File: config.mk
export PLATFORM = sky130hd
export DESIGN_NAME = piano_key_tracker
export DESIGN_NICKNAME = d
export VERILOG_FILES = /design/src/rtl/piano_key_tracker.sv
export SDC_FILE = /design/constraint.sdc
export NUM_CORES = 1
export LEC_CHECK = 0
export CORE_AREA = 2 2 97 117
export CTS_BUF_LIST = sky130_fd_sc_hd__clkbuf_4
export CTS_CLUSTER_SIZE = 10
export DETAILED_ROUTE_END_ITERATION = 12
export DIE_AREA = 0 0 99 119
export PLACE_DENSITY = 0.53
export SYNTH_ARGS = -nofsm -noshare
export SYNTH_HDL_FRONTEND = slang
export SYNTH_SLANG_ARGS = --single-unit
File: constraint.sdc
create_clock -name clk -period 3 [get_ports clk]
set_clock_uncertainty 0.2 [all_clocks]
set_input_delay 0.6 -clock clk [delete_from_list [all_inputs] [get_ports clk]]
set_output_delay 0.6 -clock clk [all_outputs]
set_load 0.1 [all_outputs]
File: src/rtl/piano_key_tracker.sv
// piano_key_tracker
//   Consumes debounced key levels and produces
//   (a) a registered "active note" with last-pressed-wins priority, and
//   (b) a FIFO-buffered stream of press/release events, lowest key index first.
//   Each key has one pending bit. An unreported change on that key is remembered
//   there and serviced once the FIFO has room, so no change is ever dropped.
//   A change that is undone before it is serviced produces no event.
//
// Ports
//   clk, rst_n   clock; asynchronous active-low reset. Release is assumed to be
//                synchronized to clk upstream.
//   keys_db      debounced key levels, 1 = pressed, synchronous to clk
//   note_valid   at least one key held and an active note defined
//   note_idx     active note index (0 when note_valid = 0)
//   evt_valid    FIFO head holds an event (show-ahead)
//   evt_ready    consumer takes the head event on evt_valid & evt_ready
//   evt_press    head event type, 1 = press (0 when empty)
//   evt_idx      head event key index (0 when empty)
//   fifo_level   FIFO occupancy, 0..FIFO_DEPTH
module piano_key_tracker #(
  parameter int NUM_KEYS   = 12,
  parameter int IDX_W      = 4,
  parameter int FIFO_DEPTH = 8
) (
  input  logic                          clk,
  input  logic                          rst_n,
  input  logic [NUM_KEYS-1:0]           keys_db,
  output logic                          note_valid,
  output logic [IDX_W-1:0]              note_idx,
  output logic                          evt_valid,
  input  logic                          evt_ready,
  output logic                          evt_press,
  output logic [IDX_W-1:0]              evt_idx,
  output logic [$clog2(FIFO_DEPTH):0]   fifo_level
);

  localparam int PTR_W = $clog2(FIFO_DEPTH);

  // Lowest set bit of a key vector, as a zero-extended index.
  function automatic logic [IDX_W-1:0] lowest(input logic [NUM_KEYS-1:0] v);
    lowest = '0;
    for (int i = NUM_KEYS - 1; i >= 0; i--)
      if (v[i]) lowest = IDX_W'(i);
  endfunction

  logic [NUM_KEYS-1:0] keys_q, pend;
  logic [NUM_KEYS-1:0] key_edge, press_edge, release_edge, svc;
  logic [PTR_W-1:0]    wptr, rptr;
  logic [PTR_W:0]      count;
  logic [IDX_W:0]      mem [FIFO_DEPTH];
  logic                wr, rd, rel_hit;

  assign key_edge     = keys_db ^ keys_q;
  assign press_edge   = key_edge & keys_db;
  assign release_edge = key_edge & ~keys_db;

  // A full FIFO blocks the write even when a read happens in the same cycle.
  assign wr = (|pend) && (count != (PTR_W+1)'(FIFO_DEPTH));
  assign rd = (count != '0) && evt_ready;

  // Isolate the lowest pending bit (two's-complement trick).
  assign svc = wr ? (pend & (~pend + NUM_KEYS'(1))) : '0;

  // Is the currently active note among this cycle's releases?
  always_comb begin
    rel_hit = 1'b0;
    for (int i = 0; i < NUM_KEYS; i++)
      if (release_edge[i] && note_idx == IDX_W'(i)) rel_hit = 1'b1;
  end

  always_ff @(posedge clk or negedge rst_n) begin
    if (!rst_n) begin
      keys_q     <= '0;
      pend       <= '0;
      wptr       <= '0;
      rptr       <= '0;
      count      <= '0;
      note_valid <= 1'b0;
      note_idx   <= '0;
    end else begin
      keys_q <= keys_db;
      // XOR with the edge: a second edge before service cancels the first.
      // An edge on the key being serviced this cycle re-arms its bit.
      pend   <= (pend & ~svc) ^ key_edge;

      if (wr) wptr <= wptr + 1'b1;
      if (rd) rptr <= rptr + 1'b1;
      case ({wr, rd})
        2'b10:   count <= count + 1'b1;
        2'b01:   count <= count - 1'b1;
        default: ;
      endcase

      if (|press_edge) begin
        note_valid <= 1'b1;
        note_idx   <= lowest(press_edge);
      end else if (note_valid && rel_hit) begin
        if (|keys_db) begin
          note_idx <= lowest(keys_db);
        end else begin
          note_valid <= 1'b0;
          note_idx   <= '0;
        end
      end
    end
  end

  // Storage needs no reset: the outputs are gated by occupancy.
  // The event carries keys_q, the level the pending bit refers to.
  always_ff @(posedge clk) begin
    if (wr) mem[wptr] <= {|(keys_q & svc), lowest(pend)};
  end

  assign evt_valid  = (count != '0);
  assign evt_press  = evt_valid & mem[rptr][IDX_W];
  assign evt_idx    = evt_valid ? mem[rptr][IDX_W-1:0] : '0;
  assign fifo_level = count;

endmodule

; Yosys cells after proc, flatten, opt, wreduce, memory -nomap -nowiden
; Memories as Yosys holds them, arrays and structs flattened.
; Cells that the tools add are included.
[classes]
addsub = 5
mul = 0
div = 0
order_cmp = 0
n_eq_ne = 15
n_shift = 0
mux = 60
bitwise = 11
reduce_logical = 24
[op_table]
columns = operator, count
row1 = $mux 4, 41
row2 = $and 12x12->12, 5
row3 = $reduce_or 12->1, 4
row4 = $not 12->12, 3
row5 = $xor 12x12->12, 2
row6 = $mux 1, 17
row7 = $eq 4x3->1 const B, 4
row8 = $eq 4x4->1 const B, 4
row9 = $logic_and 1x1->1, 15
row10 = $add 12x1->12 const B, 1
row11 = $mux 12, 1
row12 = $eq 4x2->1 const B, 2
row13 = $pmux 4 s2, 1
row14 = $add 3x1->3 const B, 2
row15 = $add 4x1->4 const B, 1
row16 = $eq 4x1->1 const B, 1
row17 = $logic_not 4->1, 1
row18 = $ne 4x4->1 const B, 1
row19 = $reduce_bool 2->1, 2
row20 = $reduce_bool 4->1, 1
row21 = $sub 4x1->4 const B, 1
row22 = $eq 2x1->1 const B, 1
row23 = $eq 2x2->1 const B, 1
row24 = $ne 2x2->1 const B, 1
row25 = 2 further kinds, 2
[word_totals]
reg_bits = 39
latch_bits = 0
mem_bits_rw = 40
rom_bits = 0
wordCells = 123
n_memories = 1
[mem_list]
columns = name, depth, width, read_ports, rd_ports_with_merged_regs, write_ports, line_no
row1 = mem, 8, 5, 1, 0, 1, 50  ; logic [IDX_W:0] mem [FIFO_DEPTH];

; Longest topological paths before layout
; Gate-level depths: netlist of run 1.
[depth]
depth_word = 18
mapped_depth = 11

; Worst setup path before layout of run 1
; Ideal clock, no wire load.
[synth_path]
kind = reg2reg
startpoint = register count[1] (netlist: fifo_level[1])
endpoint = register count[3] (netlist: fifo_level[3])
arrival_time_ns = 3.102
required_ns = 2.637
setup_slack_ns = -0.465
path_stages_with_launch = 12
period_less_slack_ns = 3.465
cell_sequence = dfrtp_1 nor4_2 inv_2 nand2_1 inv_2 ha_1 ha_1 a21o_1 a21oi_1 xnor2_1 nor2_1 xor2_1
[synth_via]
elab_chain_cells = 4
elab_cells_between_ends = 10
classes_between = 2 x add/sub / 3 x eq/ne / 1 x mux / 4 x reduce/logical
[synth_rtl]
columns = item, line_no
row1 = start: declaration, 49  ; logic [PTR_W:0] count;
row2 = start signal: assignment, 89  ; 2'b10: count <= count + 1'b1;
row3 = start signal: assignment, 90  ; 2'b01: count <= count - 1'b1;
row4 = $reduce_bool 4->1 (*), -
row5 = named net evt_valid, 30  ; output logic evt_valid,
row6 = $logic_and 1x1->1 (*), 59  ; assign rd = (count != '0) && evt_ready;
row7 = named net rd, 51  ; logic wr, rd, rel_hit;
row8 = $eq 2x1->1 or $eq 2x2->1 (tied branches), 88  ; case ({wr, rd})
row9 = $pmux 4 s2 or $reduce_bool 2->1 (tied branches), -
; Mark *: on every way through the listed nets, which the timed path passes. The rest lies on a longest branch.
; A chain may end at the register's enable or synchronous reset.

; Final worst setup path of run 1
[layout_path]
startpoint = register rptr[0]
endpoint = output port evt_idx[1]
[layout_via]
elab_chain_cells = 2
[layout_rtl]
columns = item, line_no
row1 = start: declaration, 48  ; logic [PTR_W-1:0] wptr, rptr;
row2 = start signal: assignment, 87  ; if (rd) rptr <= rptr + 1'b1;
row3 = $mem_v2 8x5, -
row4 = $mux 4, 116  ; assign evt_idx = evt_valid ? mem[rptr][IDX_W-1:0] : '0;
row5 = end: declaration, 33  ; output logic [IDX_W-1:0] evt_idx,
; No other way between the ends.

==> flow_summary_export.csv, run 1 <==
group,metric,value,unit
status,status,"complete, no violations",
cells_and_area,seqCellArea,0.00218,sq mm
clock_network,cts_resized,0,
floorplanning,die_y,119,microns
route,vias,2652,
global_routing,antenna_found_initial,0,
clock_network,numCtsBuffers,9,
setup_path,cp.arrival,1.95,ns
synth,syn_area,0.00417,sq mm
clock_network,cts_tree,"yes",
setup_path,worstSetupEndpointType,"primary output",
timing,holdWs,0.352,ns
setup_path,required,2.20,ns
timing,rsz0062_at_grt,"false",
global_routing,use_met2,0.279,
cells_and_area,post-route-util,0.461,
power_and_ir_drop,p_switching,2.27,mW
synth,yosysMostFrequentCell,"edfxtp_1",
setup_path,startpoint_type,"flop",
power_and_ir_drop,seqPwrFrac,0.364,
power_and_ir_drop,comb_power_share,0.488,
cells_and_area,fillerInstances,985,
global_routing,globalRouteMet3Util,0.0288,
power_and_ir_drop,clockPowerShare,0.148,
floorplanning,ios,30,
floorplanning,start_util,0.387,
clock_network,cts_max_level,3,
clock_network,clockBufferDepth,2,
cells_and_area,drive_above_1_share,0.225,
synth,synth_top_area_cell,"edfxtp_1",
global_routing,grt.total_usage,0.158,
placement,gp_congestion,0.907,
global_routing,grt_max_degree,25,
clock_network,cts_sinks,79,
synth,synth_compound_area_frac,0.0954,
timing,finalHoldViolCount,0,
timing,fin_crit_sh,0.915,
cells_and_area,syn_to_final_growth,19.0,%
synth,synth_fa_ha_area_frac,0.0918,
synth,synthTopCellsByArea,"edfxtp_1 29%, dfrtp_1 23%, ha_1 8.7%",
global_routing,busiest_layer,"met2",
synth,synthArstFlopShare,0.494,
global_routing,grt_pass1_vias,2768,
setup_path,crit_fanout,12,
route,drt_wl_total,8740,microns
synth,syn_avg_cell_area,12.4,sq um
cells_and_area,multi_input_area,0.00184,sq mm
clock_network,holdBufCountCts,1,
setup_path,worstSetupPathType,"flop to primary output",
route,routed_via_density,5.03,
synth,synth-main-ff-cell,"edfxtp_1",
route,wl_per_cell,16.6,microns
route,ant_nets,0,
synth,yosysWarnings,0,
cells_and_area,nets,436,
route,drc,0,
synth,synth_simple_gate_area_frac,0.115,
synth,synth_top_family_by_area,"simple AND/OR/NAND/NOR gates",
synth,synthMuxAreaShare,0.0936,
synth,synthXorXnorAreaFrac,0.0420,
power_and_ir_drop,p_sw_frac,0.435,
timing,slew_headroom,0.501,
synth,ys_ff_latch,79,
timing,period_needed,2.75,ns
flow_run,maxCapViolations,0,
timing,worst_pin_slew,0.742,ns
synth,synth_top_area_share,0.288,
floorplanning,core_area,0.0108,sq mm
global_routing,grtUsageMet1,0.186,
power_and_ir_drop,p_leak,2.06,nW
clock_network,root_buffer,"clkbuf_4",
floorplanning,row_count,42,
synth,synth_cell_type_count,63,
timing,fmax,364,MHz
synth,synth_edf_count,40,
placement,io_buffers,29,
synth,syn_nets,381,
timing,fin_tns_setup,0,ns
floorplanning,chipWidth,99,microns
timing,drv_slew,0,
cells_and_area,n_antenna_cell,0,
floorplanning,die-area,0.0118,sq mm
placement,dp_hpwl,6810,microns
global_routing,grt_pass1_wl,14100,microns
clock_network,worst_skew_pair.late_latency,0.41,ns
synth,ys_seq_area_frac,0.522,
synth,syn-instance-count,336,
synth,synth_commonest_cells,"40 x edfxtp_1, 39 x dfrtp_1, 32 x inv_1",
clock_network,post_cts_buffers,0,
power_and_ir_drop,power_density,1050,mW/mm^2
clock_network,clk_pin_slew,0.12,ns
power_and_ir_drop,internal_power,2.94,mW
route,firstDrtPassIters,4,
worst_hold_path,worstHoldPathType,"flop to flop",
route,drtIter0Drc,93,
timing,setup_viol_count_final,0,
power_and_ir_drop,vdd_ir_drop_max,0.000497,V
global_routing,globalRoute.totalOverflow,0,
-- sequential cells by signal, summed over array words and instances, names as in the netlist --
| name | flops |
|---|---|
| note_valid | 1 |
| fifo_level | 4 |
| rptr | 3 |
| mem | 40 |
| note_idx | 4 |
| keys_q | 12 |
| wptr | 3 |
| pend | 12 |
-- worst paths after layout --
kind	from	end	slack (ns)	cells after the start
setup reg to reg	pend[8]	fifo_level[3]	0.28	11
setup / recovery	rptr[0]	evt_idx[1]	0.25	5
max in group asynchronous	rst_n	pend[7]	1.46	3
hold / removal	fifo_level[3]	fifo_level[3]	0.35	1
hold reg to reg	fifo_level[3]	fifo_level[3]	0.35	1
min in group asynchronous	rst_n	wptr[1]	0.50	2
-- layout by cell type (no fill, tap or decap), types with 2 or more instances in the layout --
master	count
ha_1	29
edfxtp_1	40
clkbuf_4	10
clkinv_1	3
o21ai_0	6
bufinv_16	3
nor4_2	3
mux2_4	4
or4_1	3
mux2_1	3
o21bai_1	2
buf_4	29
a21oi_1	14
a211oi_1	4
inv_2	3
a22o_1	2
nor3_1	7
mux4_2	10
dfrtp_1	35
o21ai_1	7
nor2_1	22
nor4_4	2
inv_1	32
xnor2_1	5
nand2_1	24
o31ai_1	2
or3_1	2
nand2b_1	5
dfrtp_2	4
a21o_1	3
mux2i_1	6
xor2_1	15
clkdlybuf4s50_1	13
buf_12	5
nor2_2	2
nand3b_1	2
-- final cells by class --
| class | count | share of cell area |
|---|---|---|
| clock buffer | 10 | 0.0151 |
| tap | 132 | 0.0333 |
| multi-input combinational | 215 | 0.371 |
| clock inverter | 5 | 0.0197 |
| inverter | 37 | 0.0285 |
| sequential | 79 | 0.439 |
| timing repair buffer | 49 | 0.0932 |
-- logic make-up after synthesis --
| logic type | after synthesis |
|---|---|
| simple gates | 85 |
| flops | 79 |
| compound gates | 56 |
| buf+inv | 42 |
| fa+ha+maj | 30 |
| mux | 24 |
| xor+xnor | 20 |
-- power groups by stage --
| stage | Sequential (mW) | Clock (mW) | Combinational (mW) |
|---|---|---|---|
| 6_report | 1.90 | 0.773 | 2.54 |
| 5_1_grt | 1.95 | 0.845 | 2.73 |
| 4_1_cts | 1.90 | 0.802 | 2.58 |
| 3_5_place_dp | 1.93 | 0 | 2.58 |
| 3_3_place_gp | 1.91 | 0 | 2.54 |
| 2_1_floorplan | 2.03 | 0 | 1.64 |
-- worst max-delay path, cell delays in order, from the launching register on --
cell and delay, ns:
dfrtp_1 0.34, buf_4 0.25, mux4_2 0.54, mux2i_1 0.17, nor2_2 0.07, buf_12 0.16
-- per-stage QoR --
stage | instance area, sq um | instances | power (mW) | setup WS (ns)
finish | 4970 | 527 | 5.21 | 0.255
global route | 4970 | 527 | 5.52 | 0.0832
CTS | 4970 | 527 | 5.28 | 0.186
detailed placement | 4780 | 511 | 4.50 | 0.0320
global placement | 4780 | 511 | 4.45 | 0.0274
floorplan | 4190 | 336 | 3.67 | -0.0745
-- routing by layer --
metal,routed length [microns],vias up
met4,193,0
li1,-,1320
met3,265,11
met1,3610,1265
met2,4660,56
met5,0,-
Power figures use the tool's default switching activity.
==> run 2, diff against run 1 <==
--- a/config.mk
+++ b/config.mk
@@ -11,6 +11,7 @@
 export DETAILED_ROUTE_END_ITERATION = 12
 export DIE_AREA = 0 0 99 119
 export PLACE_DENSITY = 0.53
+export SLEW_MARGIN = 10
 export SYNTH_ARGS = -nofsm -noshare
 export SYNTH_HDL_FRONTEND = slang
 export SYNTH_SLANG_ARGS = --single-unit
==> results of run 2 <==
The final DEF is identical to that of run 1; final timing and power are the same.
==> run 3, diff against run 2 <==
--- a/config.mk
+++ b/config.mk
@@ -10,7 +10,7 @@
 export CTS_CLUSTER_SIZE = 10
 export DETAILED_ROUTE_END_ITERATION = 12
 export DIE_AREA = 0 0 99 119
-export PLACE_DENSITY = 0.53
+export PLACE_DENSITY = 0.55
 export SLEW_MARGIN = 10
 export SYNTH_ARGS = -nofsm -noshare
 export SYNTH_HDL_FRONTEND = slang
==> constraint.sdc (replaced) <==
create_clock -name clk -period 2.3 [get_ports clk]
set_clock_uncertainty 0.2 [all_clocks]
set_input_delay 0.46 -clock clk [delete_from_list [all_inputs] [get_ports clk]]
set_output_delay 0.46 -clock clk [all_outputs]
set_load 0.1 [all_outputs]
==> flow_summary_export.csv, run 3 (synthesis results as in run 1) <==
group,metric,value,unit
global_routing,grt_pass1_wl,14800,microns
timing,fmax,388,MHz
global_routing,grt_max_degree,34,
floorplanning,ios,30,
route,drc,0,
timing,period_needed,2.58,ns
global_routing,globalRoute.totalOverflow,0,
route,ant_nets,0,
timing,fin_crit_sh,1.12,
power_and_ir_drop,p_total,7.52,mW
clock_network,cts_sinks,79,
global_routing,grt_pass1_vias,2978,
floorplanning,row_count,42,
route,drtIter0Drc,81,
setup_path,required,1.64,ns
timing,setup_viol_count_final,8,
timing,rsz0062_at_grt,"true",
clock_network,worst_skew_pair.late_latency,0.42,ns
clock_network,cts_max_level,3,
timing,drv_slew,0,
floorplanning,start_util,0.387,
power_and_ir_drop,vdd_ir_drop_max,0.000671,V
clock_network,clockBufferDepth,2,
route,vias,2917,
cells_and_area,n_antenna_cell,0,
timing,worst_pin_slew,0.791,ns
placement,io_buffers,29,
status,status,"complete, but fails checks",
route,routed_via_density,4.99,
setup_path,crit_fanout,11,
cells_and_area,final_cell_mix,"77 x buf_4, 40 x edfxtp_1, 32 x inv_1",
route,drt_wl_total,9030,microns
cells_and_area,largest_register_ffs,40,
cells_and_area,seqCellArea,0.00220,sq mm
flow_run,maxCapViolations,0,
worst_hold_path,worstHoldPathType,"primary input to flop",
setup_path,startpoint_type,"flop",
clock_network,cts_tree,"yes",
cells_and_area,multi_input_area,0.00199,sq mm
cells_and_area,largest_register,"mem",
global_routing,grt.total_usage,0.164,
cells_and_area,nets,493,
placement,dp_cells,562,
timing,layout_setup_ws,-0.280,ns
route,wl_per_cell,15.4,microns
cells_and_area,post-route-util,0.527,
cells_and_area,fillerInstances,945,
floorplanning,chipWidth,99,microns
cells_and_area,layout_commonest_cell,"buf_4",
timing,slew_headroom,0.473,
clock_network,clk_pin_slew,0.12,ns
power_and_ir_drop,p_leak,2.45,nW
placement,dp_hpwl,7040,microns
clock_network,numCtsBuffers,9,
cells_and_area,drive_above_1_share,0.393,
placement,gp_congestion,0.852,
cells_and_area,reg_top3,"mem x40, keys_q x12, pend x12",
cells_and_area,instances_no_fill,585,
setup_path,cp.arrival,1.92,ns
timing,finalHoldViolCount,0,
floorplanning,core_area,0.0108,sq mm
status,violations,"negative setup slack",
global_routing,antenna_found_initial,0,
power_and_ir_drop,power_density,1330,mW/mm^2
route,firstDrtPassIters,4,
floorplanning,die-area,0.0118,sq mm
timing,holdWs,0.0814,ns
clock_network,root_buffer,"clkbuf_4",
floorplanning,die_y,119,microns
setup_path,worstSetupPathType,"flop to primary output",
cells_and_area,syn_to_final_growth,36.0,%
setup_path,worstSetupEndpointType,"primary output",
-- run 3: metrics by stage --
step	TNS, ns	setup slack (ns)	instance area, sq um
2_1_floorplan	-2.15	-0.571	4290
3_5_place_dp	-2.63	-0.501	5330
3_3_place_gp	-2.49	-0.467	5330
4_1_cts	-1.89	-0.327	5570
5_1_grt	-2.53	-0.409	5680
6_report	-1.55	-0.280	5680
-- run 3: power breakdown --
part | leakage (nW) | total, mW | internal (mW) | switching (mW)
clock network | 0.0875 | 0.934 | 0.477 | 0.457
logic | 1.55 | 4.22 | 1.83 | 2.38
registers | 0.821 | 2.37 | 2.04 | 0.329
-- run 3: area by class of cell --
class                   count  area share
clock buffers              12      0.0159
inverters                  37      0.0287
well taps                 132      0.0291
clock inverters             4      0.0128
flip-flops and latches     79       0.387
multi-input cells         215       0.350
repair buffers            106       0.176
-- run 3: per-layer routing --
layer  wire [microns]  vias to the layer above  GRT usage
met4              270                        0     0.0779
met2             5000                       48      0.292
met5                0                        -          0
met3              182                       19     0.0293
li1                 -                     1442          -
met1             3570                     1408      0.187
-- run 3: final timing paths --
path,slack [ns],start,end,cells past startpoint
hold reg to reg,0.40,keys_q[8],pend[8],2
hold / removal,0.08,keys_db[2],keys_q[2],1
max in group asynchronous,0.84,rst_n,pend[11],3
setup reg to reg,-0.14,fifo_level[2],fifo_level[3],11
min in group asynchronous,0.45,rst_n,keys_q[3],2
setup / recovery,-0.28,rptr[0],evt_idx[1],5
-- run 3: worst max-delay path, stage by stage (launching register included) --
cell and delay (ns):
dfrtp_1 0.40, buf_12 0.16, mux4_2 0.53, mux2i_2 0.18, nor2_2 0.07, buf_12 0.16
-- run 3: what timing repair did --
item                                    in CTS  in global routing
buffers inserted                             3                  3
pin swaps                                    4                 19
hold endpoints to repair                    32                  0
resized for setup                           10                 21
hold buffers                                 1                  0
endpoints found under the setup margin      12                 21
